--- config.mk ---
export PLATFORM = sky130hd
export DESIGN_NAME = alu_arbiter
export DESIGN_NICKNAME = d
export VERILOG_FILES = /design/src/rtl/alu_arbiter.sv
export SDC_FILE = /design/constraint.sdc
export NUM_CORES = 1
export LEC_CHECK = 0
export CAP_MARGIN = 20
export CELL_PAD_IN_SITES_DETAIL_PLACEMENT = 0
export CELL_PAD_IN_SITES_GLOBAL_PLACEMENT = 1
export CORE_ASPECT_RATIO = 2
export CORE_MARGIN = 8
export CORE_UTILIZATION = 17
export CTS_CLUSTER_DIAMETER = 60
export DETAILED_ROUTE_END_ITERATION = 10
export PLACE_DENSITY_LB_ADDON = 0.1
export SLEW_MARGIN = 20
export SYNTH_ARGS = -nofsm -noshare
export SYNTH_HDL_FRONTEND = slang
export SYNTH_SLANG_ARGS = --single-unit
--- constraint.sdc ---
create_clock -name clk -period 1.6 [get_ports clk]
set_clock_uncertainty 0.2 [all_clocks]
set_input_delay 0.48 -clock clk [delete_from_list [all_inputs] [get_ports clk]]
set_output_delay 0.48 -clock clk [all_outputs]
set_load 0.005 [all_outputs]
--- src/rtl/alu_arbiter.sv ---
// alu_arbiter: two-requester round-robin arbiter in front of the shared
// registered ALU. Requester 0 is the execute stage, requester 1 is the
// branch/address-generation unit. Grants are combinational in the current
// cycle. The ALU's registered result comes back one cycle later and is
// strobed to the requester that was granted. The CPU-wide halt freezes
// all arbiter state and suppresses grants and response strobes.
module alu_arbiter #(
   parameter int DATA_W = 32,
   parameter int OP_W   = 4
) (
   input  logic              clk,
   input  logic              rst_n,
   input  logic              halt,
   input  logic              req0_valid,
   output logic              req0_ready,
   input  logic [OP_W-1:0]   req0_op,
   input  logic              req0_signed,
   input  logic [DATA_W-1:0] req0_a,
   input  logic [DATA_W-1:0] req0_b,
   input  logic              req1_valid,
   output logic              req1_ready,
   input  logic [OP_W-1:0]   req1_op,
   input  logic              req1_signed,
   input  logic [DATA_W-1:0] req1_a,
   input  logic [DATA_W-1:0] req1_b,
   output logic              rsp0_valid,
   output logic              rsp1_valid,
   output logic [DATA_W-1:0] rsp_result,
   output logic              rsp_carry,
   output logic              rsp_zero,
   output logic [OP_W-1:0]   alu_op_val,
   output logic              alu_signed_unsigned_n,
   output logic [DATA_W-1:0] alu_operand_a,
   output logic [DATA_W-1:0] alu_operand_b,
   input  logic [DATA_W-1:0] alu_result_out,
   input  logic              alu_carry_flag,
   input  logic              alu_zero_flag
);

   // last_grant resets to 1 so requester 0 wins the first tie.
   logic last_grant;
   logic pend_valid;
   logic pend_id;
   logic grant0;
   logic grant1;
   logic any_grant;

   // Round-robin arbitration: a lone requester wins, on a tie the one not
   // granted last wins, nothing is granted while halted.
   always_comb begin
      grant0 = 1'b0;
      grant1 = 1'b0;
      if (halt) begin
         grant0 = 1'b0;
         grant1 = 1'b0;
      end else if (req0_valid && req1_valid) begin
         grant0 = last_grant;
         grant1 = ~last_grant;
      end else begin
         grant0 = req0_valid;
         grant1 = req1_valid;
      end
   end

   assign any_grant  = grant0 | grant1;
   assign req0_ready = grant0;
   assign req1_ready = grant1;

   // Mux the granted requester onto the ALU; drive zeros when idle so the
   // ALU computes a harmless zero result.
   always_comb begin
      alu_op_val            = '0;
      alu_signed_unsigned_n = 1'b0;
      alu_operand_a         = '0;
      alu_operand_b         = '0;
      if (grant0) begin
         alu_op_val            = req0_op;
         alu_signed_unsigned_n = req0_signed;
         alu_operand_a         = req0_a;
         alu_operand_b         = req0_b;
      end else if (grant1) begin
         alu_op_val            = req1_op;
         alu_signed_unsigned_n = req1_signed;
         alu_operand_a         = req1_a;
         alu_operand_b         = req1_b;
      end else begin
         alu_op_val            = '0;
         alu_signed_unsigned_n = 1'b0;
         alu_operand_a         = '0;
         alu_operand_b         = '0;
      end
   end

   // Track which requester owns the in-flight ALU result and the fairness
   // pointer; everything freezes while halted.
   always_ff @(posedge clk or negedge rst_n) begin
      if (!rst_n) begin
         last_grant <= 1'b1;
         pend_valid <= 1'b0;
         pend_id    <= 1'b0;
      end else if (!halt) begin
         pend_valid <= any_grant;
         pend_id    <= grant1;
         if (any_grant) begin
            last_grant <= grant1;
         end else begin
            last_grant <= last_grant;
         end
      end else begin
         last_grant <= last_grant;
         pend_valid <= pend_valid;
         pend_id    <= pend_id;
      end
   end

   // Response strobes come from registered ownership state; the halt gate
   // delays delivery to the first unhalted cycle.
   assign rsp0_valid = pend_valid & ~pend_id & ~halt;
   assign rsp1_valid = pend_valid &  pend_id & ~halt;

   // Result and flags pass straight through from the ALU's own registers.
   assign rsp_result = alu_result_out;
   assign rsp_carry  = alu_carry_flag;
   assign rsp_zero   = alu_zero_flag;

endmodule

==> flow_summary.yaml <==
outcome:
  run_status: "finished, violations left"
  violated_checks: "negative setup slack"
grt:
  grt_pass1_vias: 3430
  grt.met3_usage_pct: 5.03
  largest_net_degree_at_the_start_of_global_routing: 49
  grt_overflow_total: 0
  gr-max-usage-layer: "met2"
  grt_antenna_before_repair: 0
  global_routing_met2_resource_utilization_pct: 21.1
  grt_first_pass_wirelength_um: 20400
  grt_util_met1_pct: 15.3
  globalRouteTotalUtil_pct: 12.7
layout:
  areaGrowthSynthToFinish_pct: 127
  post_route_cells_drive_above_1_share_pct: 50.2
  fill_cells: 1557
  instances_no_fill: 721
  layout_commonest_cell: "sky130_fd_sc_hd__clkdlybuf4s50_1"
  antenna_cells_inserted: 0
  final_design_area_no_fill_um2: 6040
  finish.net_count: 698
  mostFrequentLayoutCells: "sky130_fd_sc_hd__clkdlybuf4s50_1 (139), sky130_fd_sc_hd__nand2b_1 (110), sky130_fd_sc_hd__buf_2 (67)"
logic_synthesis:
  synth.ff_latch_count: 3
  seq_area_frac_synth_pct: 2.87
  dominantRegCellSynth: "sky130_fd_sc_hd__dfrtp_1"
  syn_nets: 475
  yosys.area.top_type_share_pct: 42.1
  number_of_distinct_standard_cells_referenced_by_the_synthesized_netlist: 19
  synth_top_cells_by_area: "sky130_fd_sc_hd__o32ai_2 (42%), sky130_fd_sc_hd__nand2b_1 (32%), sky130_fd_sc_hd__buf_4 (12%)"
  postSynthCellCount: 298
  yosysWarnings: 0
  synthDominantAreaCellType: "sky130_fd_sc_hd__o32ai_2"
  syn_avg_cell_area_um2: 8.94
  synthesis.area_um2: 2660
  synth-edff-count: 0
  synthArstFlopShare_pct: 100
setup_path:
  critical_path_arrival_ns: 1.66
  reg2reg_setup_slack_ns: 0.07
  path_max_fanout: 5
  criticalPathCategory: "reg2out"
  critical_path.startpoint_type: "flip-flop"
  timing.rr.start: "last_grant"
  r2r_cells: 5
  r2r_end: "pend_id"
  critPathLaunch: "last_grant"
  worstPathRequired_ns: 0.92
  endpoint_kind: "output pin"
drt:
  drc_errors: 0
  pre_repair_dr_iteration_count: 4
  drt_first_iter_violations: 56
  route.antenna.remaining_nets: 0
  routed_wl_um: 13500
  route.detailed.vias_per_inst: 4.28
  num_vias: 3089
  route.detailed.wl_per_inst_um: 18.7
pwr:
  power_w: 0.00262
  power.static_leakage_nw: 2.38
  pwr_density_cell_nw_per_um2: 434
  vdd_ir_drop_max_mv: 0.253
timing:
  setup_total_negative_slack_ns: -48.88
  grt_setup_unrepaired: "yes"
  minimum_clock_period_ns: 2.34
  finalHoldViolations: 0
  setup_viol: 73
  max_freq_ghz: 0.427
  report.final.slew_viol_count: 0
  final.setup.worst_slack_ns: -0.742
  max_slew.worst_pin.slew_ns: 0.243
  fin_crit_sh_pct: 146
  slew_headroom_pct: 83.8
worst_hold_path:
  worst_hold_path_type: "in2async"
clocking:
  cts_root_buf: "sky130_fd_sc_hd__clkbuf_16"
  clk-insertion-delay-late_ns: 0.23
  htreeDepth: 1
  holdBufCountCts: 0
  cts_made_buffers: 3
  tritoncts: "done"
  clk_path_buf_depth: 2
  clk_pin_slew_worst_paths_ns: 0.03
  clkSinkCount: 3
place:
  dpl.hpwl_um: 9010
  place_inst: 668
  post_dp_cell_area_um2: 5260
  finalWeightedCongestion: 0.656
  io_buf_count: 215
floorplanning:
  row_count: 65
  fp.dieW_um: 105
  dieHeight_um: 193
  initial_utilization_pct: 17.1
  i_o_pin_total: 284
  placeableCoreArea_um2: 15500
  die-area_um2: 20200
flow_run:
  max_cap_viol_count: 0
repair_timing:
item / CTS / global route
setup buffers: 26 / 13
pin swaps: 15 / 20
endpoints found under the setup margin: 75 / 73
gates resized for setup: 320 / 29
cloned: 12 / 2
cell usage after synthesis (2+ instances only):
master / n
sky130_fd_sc_hd__buf_6: 8
sky130_fd_sc_hd__clkbuf_1: 13
sky130_fd_sc_hd__buf_4: 42
sky130_fd_sc_hd__inv_2: 2
sky130_fd_sc_hd__nand2b_1: 138
sky130_fd_sc_hd__buf_2: 9
sky130_fd_sc_hd__nor2_1: 3
sky130_fd_sc_hd__dfrtp_1: 2
sky130_fd_sc_hd__nand2_1: 2
sky130_fd_sc_hd__o32ai_2: 69
sky130_fd_sc_hd__o21ai_0: 2
through the flow:
| step | hold slack [ns] | utilization (%) | worst slack (ns) |
|---|---|---|---|
| 6_report | 0.241 | 38.9 | -0.742 |
| 4_1_cts | 0.243 | 37.1 | -0.776 |
| 5_1_grt | 0.241 | 38.9 | -0.804 |
| 3_3_place_gp | 0.319 | 33.9 | -1.29 |
| 2_1_floorplan | -0.0156 | - | -0.200 |
| 3_5_place_dp | 0.309 | 33.9 | -1.28 |
state kept, by name, summed over array words and instances (netlist names):
| name | cells |
|---|---|
| last_grant | 1 |
| pend_id | 1 |
| pend_valid | 1 |
critical path: stages (launching register included):
cell                      delay [ns]
sky130_fd_sc_hd__dfstp_2        0.57
sky130_fd_sc_hd__buf_6          0.11
sky130_fd_sc_hd__a21bo_4        0.14
sky130_fd_sc_hd__buf_12         0.15
sky130_fd_sc_hd__buf_12         0.14
sky130_fd_sc_hd__buf_12         0.12
sky130_fd_sc_hd__o32ai_4        0.06
sky130_fd_sc_hd__buf_2          0.14
metal layers:
metal | share of wire, % | wire (um)
met2 | 49 | 6540
met3 | 11 | 1450
met4 | 0.47 | 63
met1 | 40 | 5420
met5 | 0 | 0
power by group:
| group | total, W | internal [W] | switching, W |
|---|---|---|---|
| clock | 0.000402 | 0.000329 | 0.0000726 |
| combinational | 0.00212 | 0.00133 | 0.000785 |
| sequential | 0.000104 | 0.0000907 | 0.0000130 |
cell families after synthesis:
logic type	count (synthesis)	share of synthesized area (%)
flip-flops	3	2.87
AO/OA/AOI/OAI	73	43.2
buffers and inverters	75	19.8
AND/OR/NAND/NOR	147	34.1
worst max path at each step:
stage	endpoint	cells past startpoint
after floorplan	alu_operand_b[1]	4
after global placement	alu_operand_b[27]	6
after detailed placement	alu_operand_b[27]	6
after CTS	alu_operand_b[20]	6
after global routing	alu_operand_b[17]	7
final	alu_operand_b[17]	7
layout make-up:
cell class / instances / area, um2 / share of cell area, %
clock buffer: 4 / 78.8 / 1.31
inverter: 2 / 10.0 / 0.166
multi-input combinational: 220 / 2510 / 41.6
sequential: 3 / 76.3 / 1.26
tap: 201 / 251 / 4.16
timing repair buffer: 291 / 3110 / 51.5
Power figures use the tool's default switching activity.
